[config.mk]
export PLATFORM = sky130hd
export DESIGN_NAME = fpu_mult_issue
export DESIGN_NICKNAME = d
export VERILOG_FILES = /design/src/rtl/fpu_mult_pkg.sv /design/src/rtl/fpu_res_fifo.sv /design/src/rtl/fpu_mult_issue.sv
export SDC_FILE = /design/constraint.sdc
export NUM_CORES = 1
export LEC_CHECK = 0
export ABC_AREA = 1
export CAP_MARGIN = 10
export CORE_ASPECT_RATIO = 1.4
export CORE_UTILIZATION = 38
export DETAILED_ROUTE_END_ITERATION = 10
export PLACE_DENSITY = 0.76
export SYNTH_ARGS = -nofsm -noshare
export SYNTH_HDL_FRONTEND = slang
export SYNTH_SLANG_ARGS = --single-unit
[constraint.sdc]
create_clock -name clk -period 4.29 [get_ports clk]
set_input_delay 0.858 -clock clk [delete_from_list [all_inputs] [get_ports clk]]
set_output_delay 0.858 -clock clk [all_outputs]
set_load 0.01 [all_outputs]
[src/rtl/fpu_mult_pkg.sv]
// Shared definitions for the FP multiplier issue/retire stage.
// Optional build macro: FPU_MULT_FLAGS_EN adds IEEE exception flag tracking.
package fpu_mult_pkg;

  // Rounding-mode encodings used in the rm field and fcsr.frm
  localparam logic [2:0] RM_RNE = 3'b000;
  localparam logic [2:0] RM_RTZ = 3'b001;
  localparam logic [2:0] RM_RDN = 3'b010;
  localparam logic [2:0] RM_RUP = 3'b011;
  localparam logic [2:0] RM_RMM = 3'b100;
  localparam logic [2:0] RM_DYN = 3'b111;

  // Canonical quiet NaN
  localparam logic [31:0] QNAN_F32 = 32'h7FC0_0000;

  // Bit positions inside the {NV,DZ,OF,UF,NX} flag vector
  localparam int FLAG_NX = 0;
  localparam int FLAG_UF = 1;
  localparam int FLAG_OF = 2;
  localparam int FLAG_DZ = 3;
  localparam int FLAG_NV = 4;

  // Result payload carried through the result FIFO; the top module
  // wraps it together with the destination tag, whose width is a
  // parameter of the top and therefore cannot live in the package.
  typedef struct packed {
    logic [31:0] data;
    logic        illegal;
`ifdef FPU_MULT_FLAGS_EN
    logic [4:0]  fflags;
`endif
  } res_payload_t;

  // Rounding modes 101, 110 and an unresolved 111 have no meaning
  function automatic logic rm_is_illegal(input logic [2:0] rm);
    return (rm == 3'b101) || (rm == 3'b110) || (rm == 3'b111);
  endfunction

  // Infinity of either sign: all-ones exponent, zero fraction
  function automatic logic is_inf(input logic [31:0] x);
    return (x[30:23] == 8'hFF) && (x[22:0] == 23'd0);
  endfunction

  // Zero of either sign
  function automatic logic is_zero(input logic [31:0] x);
    return (x[30:0] == 31'd0);
  endfunction

  // Signalling NaN: all-ones exponent, nonzero fraction, quiet bit clear
  function automatic logic is_snan(input logic [31:0] x);
    return (x[30:23] == 8'hFF) && (x[22:0] != 23'd0) && !x[22];
  endfunction

endpackage

[src/rtl/fpu_res_fifo.sv]
// Parameterised circular result buffer with occupancy count.
// Pushes are accepted when not full, or when full but popping in the
// same cycle; flush empties the buffer on the next edge.
module fpu_res_fifo #(
  parameter int WIDTH = 32,
  parameter int DEPTH = 2
) (
  input  logic                       clk,
  input  logic                       rst_n,
  input  logic                       flush,
  input  logic                       push,
  input  logic [WIDTH-1:0]           push_data,
  input  logic                       pop,
  output logic [WIDTH-1:0]           head_data,
  output logic [$clog2(DEPTH+1)-1:0] count,
  output logic                       empty
);

  localparam int PTR_W = (DEPTH > 1) ? $clog2(DEPTH) : 1;
  localparam int CNT_W = $clog2(DEPTH + 1);

  logic [WIDTH-1:0] mem [DEPTH];
  logic [PTR_W-1:0] wr_ptr;
  logic [PTR_W-1:0] rd_ptr;
  logic             full;
  logic             do_push;
  logic             do_pop;

  assign empty     = (count == '0);
  assign full      = (count == CNT_W'(DEPTH));
  assign do_pop    = pop && !empty;
  assign do_push   = push && (!full || do_pop);
  assign head_data = mem[rd_ptr];

  // Entry storage; contents are only observed while count is nonzero
  always_ff @(posedge clk) begin
    if (do_push) begin
      mem[wr_ptr] <= push_data;
    end
  end

  // Pointers and count; power-of-two depth lets pointers wrap naturally
  always_ff @(posedge clk or negedge rst_n) begin
    if (!rst_n) begin
      wr_ptr <= '0;
      rd_ptr <= '0;
      count  <= '0;
    end else if (flush) begin
      wr_ptr <= '0;
      rd_ptr <= '0;
      count  <= '0;
    end else begin
      if (do_push) begin
        wr_ptr <= wr_ptr + 1'b1;
      end
      if (do_pop) begin
        rd_ptr <= rd_ptr + 1'b1;
      end
      case ({do_push, do_pop})
        2'b10:   count <= count + 1'b1;
        2'b01:   count <= count - 1'b1;
        default: count <= count;
      endcase
    end
  end

endmodule

[src/rtl/fpu_mult_issue.sv]
// Issue/retire stage around the single-precision FP multiplier.
// Resolves dynamic rounding, issues legal ops to the multiplier, bypasses
// illegal ones, and returns results in order through a small FIFO.
// Optional build macro: FPU_MULT_FLAGS_EN adds the res_fflags output.
module fpu_mult_issue #(
  parameter int TAG_W = 5,
  parameter int DEPTH = 2
) (
  input  logic             clk,
  input  logic             rst_n,
  input  logic             flush,
  input  logic             in_valid,
  output logic             in_ready,
  input  logic [31:0]      in_a,
  input  logic [31:0]      in_b,
  input  logic [2:0]       in_rm,
  input  logic [TAG_W-1:0] in_tag,
  input  logic [2:0]       frm,
  output logic             mul_req,
  output logic [31:0]      mul_a,
  output logic [31:0]      mul_b,
  output logic [2:0]       mul_rm,
  input  logic [31:0]      mul_out,
  input  logic             mul_valid,
  output logic             res_valid,
  input  logic             res_ready,
  output logic [31:0]      res_data,
  output logic [TAG_W-1:0] res_tag,
  output logic             res_illegal,
`ifdef FPU_MULT_FLAGS_EN
  output logic [4:0]       res_fflags,
`endif
  output logic             seq_err
);

  import fpu_mult_pkg::*;

  localparam int CNT_W = $clog2(DEPTH + 1);

  typedef struct packed {
    logic [TAG_W-1:0] tag;
    res_payload_t     payload;
  } fifo_entry_t;

  localparam int ENTRY_W = $bits(fifo_entry_t);

  // Issue-side signals
  logic [2:0]       eff_rm;
  logic             op_illegal;
  logic             issue;
  logic [CNT_W:0]   occupancy;

  // Stage p1: one op whose multiplier result arrives this cycle
  logic             p1_valid;
  logic             p1_bypass;
  logic [TAG_W-1:0] p1_tag;
  logic             expect_mul;
  logic             drop_pending;

`ifdef FPU_MULT_FLAGS_EN
  logic             issue_nv;
  logic             issue_inf;
  logic             p1_nv;
  logic             p1_inf;
  logic             overflow;
`endif

  // FIFO interface
  logic [CNT_W-1:0] fifo_count;
  logic             fifo_empty;
  logic             fifo_push;
  logic             fifo_pop;
  fifo_entry_t      push_entry;
  fifo_entry_t      head_entry;
  logic [ENTRY_W-1:0] head_bits;

  assign eff_rm     = (in_rm == RM_DYN) ? frm : in_rm;
  assign op_illegal = rm_is_illegal(eff_rm);

  // Credit covers both buffered results and the op whose result is pending,
  // so a push from p1 can never find the FIFO full without a matching pop.
  assign occupancy = {1'b0, fifo_count} + {{CNT_W{1'b0}}, p1_valid};
  assign in_ready  = rst_n && !flush && (occupancy < (CNT_W + 1)'(DEPTH));
  assign issue     = in_valid && in_ready;

  assign mul_req = issue && !op_illegal;
  assign mul_a   = mul_req ? in_a   : 32'd0;
  assign mul_b   = mul_req ? in_b   : 32'd0;
  assign mul_rm  = mul_req ? eff_rm : 3'd0;

`ifdef FPU_MULT_FLAGS_EN
  assign issue_nv  = is_snan(in_a) || is_snan(in_b) ||
                     (is_inf(in_a) && is_zero(in_b)) ||
                     (is_zero(in_a) && is_inf(in_b));
  assign issue_inf = is_inf(in_a) || is_inf(in_b);
`endif

  // Track the op whose multiplier result is due next cycle
  always_ff @(posedge clk or negedge rst_n) begin
    if (!rst_n) begin
      p1_valid  <= 1'b0;
      p1_bypass <= 1'b0;
      p1_tag    <= '0;
`ifdef FPU_MULT_FLAGS_EN
      p1_nv     <= 1'b0;
      p1_inf    <= 1'b0;
`endif
    end else if (flush) begin
      p1_valid  <= 1'b0;
    end else begin
      p1_valid <= issue;
      if (issue) begin
        p1_bypass <= op_illegal;
        p1_tag    <= in_tag;
`ifdef FPU_MULT_FLAGS_EN
        p1_nv     <= issue_nv;
        p1_inf    <= issue_inf;
`endif
      end
    end
  end

  assign expect_mul = p1_valid && !p1_bypass;

  // Sticky protocol check; a result owed to a flushed op is tolerated once
  always_ff @(posedge clk or negedge rst_n) begin
    if (!rst_n) begin
      seq_err      <= 1'b0;
      drop_pending <= 1'b0;
    end else begin
      drop_pending <= flush && expect_mul;
      if ((mul_valid != expect_mul) && !drop_pending) begin
        seq_err <= 1'b1;
      end
    end
  end

`ifdef FPU_MULT_FLAGS_EN
  assign overflow = !p1_bypass && is_inf(mul_out) && !p1_inf;
`endif

  // Build the FIFO entry from p1 and the multiplier output
  always_comb begin
    push_entry                 = '0;
    push_entry.tag             = p1_tag;
    push_entry.payload.illegal = p1_bypass;
    push_entry.payload.data    = p1_bypass ? 32'd0 : mul_out;
`ifdef FPU_MULT_FLAGS_EN
    if (!p1_bypass) begin
      push_entry.payload.fflags[FLAG_NV] = p1_nv;
      push_entry.payload.fflags[FLAG_OF] = overflow;
      push_entry.payload.fflags[FLAG_NX] = overflow;
    end
`endif
  end

  assign fifo_push = p1_valid && !flush;
  assign fifo_pop  = res_valid && res_ready;

  fpu_res_fifo #(
    .WIDTH (ENTRY_W),
    .DEPTH (DEPTH)
  ) u_res_fifo (
    .clk       (clk),
    .rst_n     (rst_n),
    .flush     (flush),
    .push      (fifo_push),
    .push_data (push_entry),
    .pop       (fifo_pop),
    .head_data (head_bits),
    .count     (fifo_count),
    .empty     (fifo_empty)
  );

  assign head_entry  = head_bits;
  assign res_valid   = !fifo_empty;
  assign res_data    = head_entry.payload.data;
  assign res_tag     = head_entry.tag;
  assign res_illegal = head_entry.payload.illegal;
`ifdef FPU_MULT_FLAGS_EN
  assign res_fflags  = head_entry.payload.fflags;
`endif

endmodule

==> impl_results.md, run 1 <==
- Die Wd: 94.6 um
- Adder and majority gate portion of the synthesized area: 0%
- Routed vias: 3929
- Core ar.: around 12000 um^2
- Residual DRC count: 0
- Post-synth top area cell: edfxtp_1
- Reg2Reg Setup Slack: 2.31 ns
- Post-route ant nets: 0
- Root Buffer: clkbuf_16
- Seq cells post-synth: 89
- Final Hold Fails: 0
- Worst skew pair latency: 0.33 ns
- Post-Syn Area: 4560 um^2
- TritonCTS clock tree: yes
- Post-DP HPWL: 10.4 mm
- CTS Sinks: 89
- Top-Level Pins: 222
- Clock-pin slew on the worst setup and hold paths: 0.06 ns
- Pin count of the biggest net entering global routing: 39
- CP startpoint kind: primary input
- Sequential share of power: 46.9%
- Register area share after synthesis: 57.1%
- Die ar.: 12500 um^2
- Final max-slew violation count: 0
- Max-Cap Viols: 0
- Combinational power share: roughly 18%
- Clock power share: between 30% and 40%
- Setup TNS: 0 ns
- Hold_sp: p1_tag[2]
- Final worst path period share: 96.1%
- Maximum fanout along the worst path: 35
- Htree depth: 3
- Clock Skew: 0.00489 ns
- Mux cell area share after synthesis: 0%
- Port Buffer Count: approximately 220
- Area growth, synth to finish: 57.5%
- Worst R2R Start: u_res_fifo.count[0]
- Internal power: about 1.6 mW
- CTS Buf Count: 9
- Fmax: 243 MHz
- Hold_buf cts: 0
- GRT overflow: 0
- VDD IR max: 0.168 mV
- Least-Margin Pin Slew: 0.430 ns
- Max_slew headroom: 71.3%
- Top cell type's share of synthesized area: between 50% and 60%
- Post-synthesis compound-gate area fraction: 1.70%
- Die Y: between 100 and 150 um
- Req. time, crit path: between 3 and 4 ns
- Largest family of logic cells by synthesized area: simple AND/OR/NAND/NOR gates
- Share of cells above drive strength 1: under 10%
- RSZ-0062 raised after global routing: no
- Crit Path Class: primary input to output pin
- Outcome: finished, final reports clean
- Sw power: roughly 0.5 mW
- Pwr dens: a little under 300 nW/um^2
- GRT Util Overall: 21.7%
- Simple-gate area share of the yosys netlist: ~30%
- Yosys warnings: 0
- Starting Density: approximately two fifths
- Synth cell types: 27
- Nets: 824
- Syn Area/Cell: 9.32 um^2
- Final WL: 13.1 mm
- Drt pass-1 iters: 5
- Vias per cell: 4.55
- RePlAce Congestion: a little over 0.8
- Setup crit start: in_rm[0]
- Synth Area in XOR/XNOR: 0%
- Vias in the first global route: 3909
- Diodes inserted: 0
- First-pass GRT wire length: 19.9 mm
- Ranking of synthesized cells by area: edfxtp_1 (50%), nand2_1 (12%), nor2_4 (9.6%)
- Sw Share: a little under a quarter
- Class of the worst hold path: register to register
- Initial antenna violation count: 0
- Critical Path End Type: output pin
- CTS resizes: 0
- DR WL/cell: 15.2 um
- Minimum clock period: 4.12 ns
- Pleak: 3.12 nW
- Drt initial violations: 128
- Mapped Cells: 490
- Number of setup buffers added after CTS: 0
- Critical path arrival: roughly 3.3 ns
- Post-synth net total: 603
- Final setup violation count: 0
- CTS Buffer Depth: 2
- Hold Worst Slack: 0.477 ns
- FP Rows: 47
stage by stage:
| stage | utilization (%) | cells | instance area (um^2) | power (mW) | worst slack, ns |
|---|---|---|---|---|---|
| 3_5_place_dp | 58.7 | 847 | 6900 | 1.39 | 0.200 |
| 5_1_grt | 61.1 | 863 | 7190 | 2.21 | 0.0223 |
| 4_1_cts | 61.1 | 863 | 7190 | 2.15 | 0.192 |
| 2_1_floorplan | - | 490 | 4560 | 1.17 | 1.08 |
| 6_report | 61.1 | 863 | 7190 | 2.12 | 0.169 |
| 3_3_place_gp | 58.7 | 847 | 6900 | 1.38 | 0.257 |
flip-flops by register name (all words and copies together), names as in the netlist:
signal / flops
p1_bypass: 1
u_res_fifo.rd_ptr: 1
u_res_fifo.mem: 76
p1_valid: 1
u_res_fifo.wr_ptr: 1
drop_pending: 1
seq_err: 1
p1_tag: 5
u_res_fifo.count: 2
power groups by stage:
stage                     Combinational (mW)  Sequential [mW]  Clock, mW
final                                  0.378            0.997      0.749
after global routing                   0.411            0.999      0.801
after CTS                              0.382            0.997      0.769
after detailed placement               0.380             1.01          0
after global placement                 0.371             1.01          0
after floorplan                        0.163             1.01          0
layer usage:
metal  GRT usage, %  part of all wire [%]
met1           23.6                    37
met2           38.4                    52
met3           6.42                   8.8
met4           8.50                   2.5
met5              0                     0
cell type report:
class / instances / area [um^2]
fillers: 946 / 4570
flip-flops and latches: 89 / 2610
repair buffers: 229 / 2280
multi-input cells: 277 / 1430
inverters: 105 / 399
clock buffers: 11 / 233
well taps: 147 / 184
clock inverters: 5 / 55.1
path summary, 6_finish.rpt:
kind	endpoint	cells past startpoint
hold reg to reg	u_res_fifo.mem[0][35]	0
setup / recovery	mul_a[2]	9
min in group asynchronous	p1_valid	2
hold / removal	u_res_fifo.mem[0][35]	0
max in group asynchronous	u_res_fifo.wr_ptr	2
setup reg to reg	u_res_fifo.mem[0][30]	5
critical path, cell delays in order:
cell	delay [ns]
clkdlybuf4s50_1	0.51
nand3_1	0.11
o21ai_0	0.26
nand2_1	0.11
nand2_1	0.15
nand2_4	0.21
buf_12	0.29
nor2_1	0.16
clkdlybuf4s50_1	0.58
logic make-up (layout without fill, tap and decap cells):
family,after synthesis,after routing
AO/OA/AOI/OAI,11,11
AND/OR/NAND/NOR,266,266
flip-flops,89,89
buffers and inverters,124,350
cell usage after synthesis (all sizes together):
| cell type | instances |
|---|---|
| clkbuf | 11 |
| nand4 | 1 |
| o21a | 1 |
| o21ai | 5 |
| nor3b | 1 |
| nand3 | 6 |
| nor3 | 1 |
| nand2 | 153 |
| o211ai | 1 |
| nand3b | 2 |
| a21o | 1 |
| a21oi | 3 |
| edfxtp | 76 |
| buf | 8 |
| dfrtp | 13 |
| nor2 | 102 |
| inv | 105 |
cell usage in the layout, fill, tap and decap left out, drive strengths merged, types with 2 or more instances in the layout:
cell type	n
clkbuf	11
nand3	6
a21oi	3
clkinv	2
nor2	102
clkdlybuf4s50	221
nand2	153
inv	106
dfrtp	13
edfxtp	76
buf	8
o21ai	5
nand3b	2
Note: power is estimated with default switching activity, not from simulation.
==> inputs of run 2 (changes only) <==
--- a/config.mk
+++ b/config.mk
@@ -14,3 +14,4 @@
 export SYNTH_ARGS = -nofsm -noshare
 export SYNTH_HDL_FRONTEND = slang
 export SYNTH_SLANG_ARGS = --single-unit
+export TNS_END_PERCENT = 5
==> results of run 2 <==
No change in the layout: final DEF, timing and power equal those of run 1.
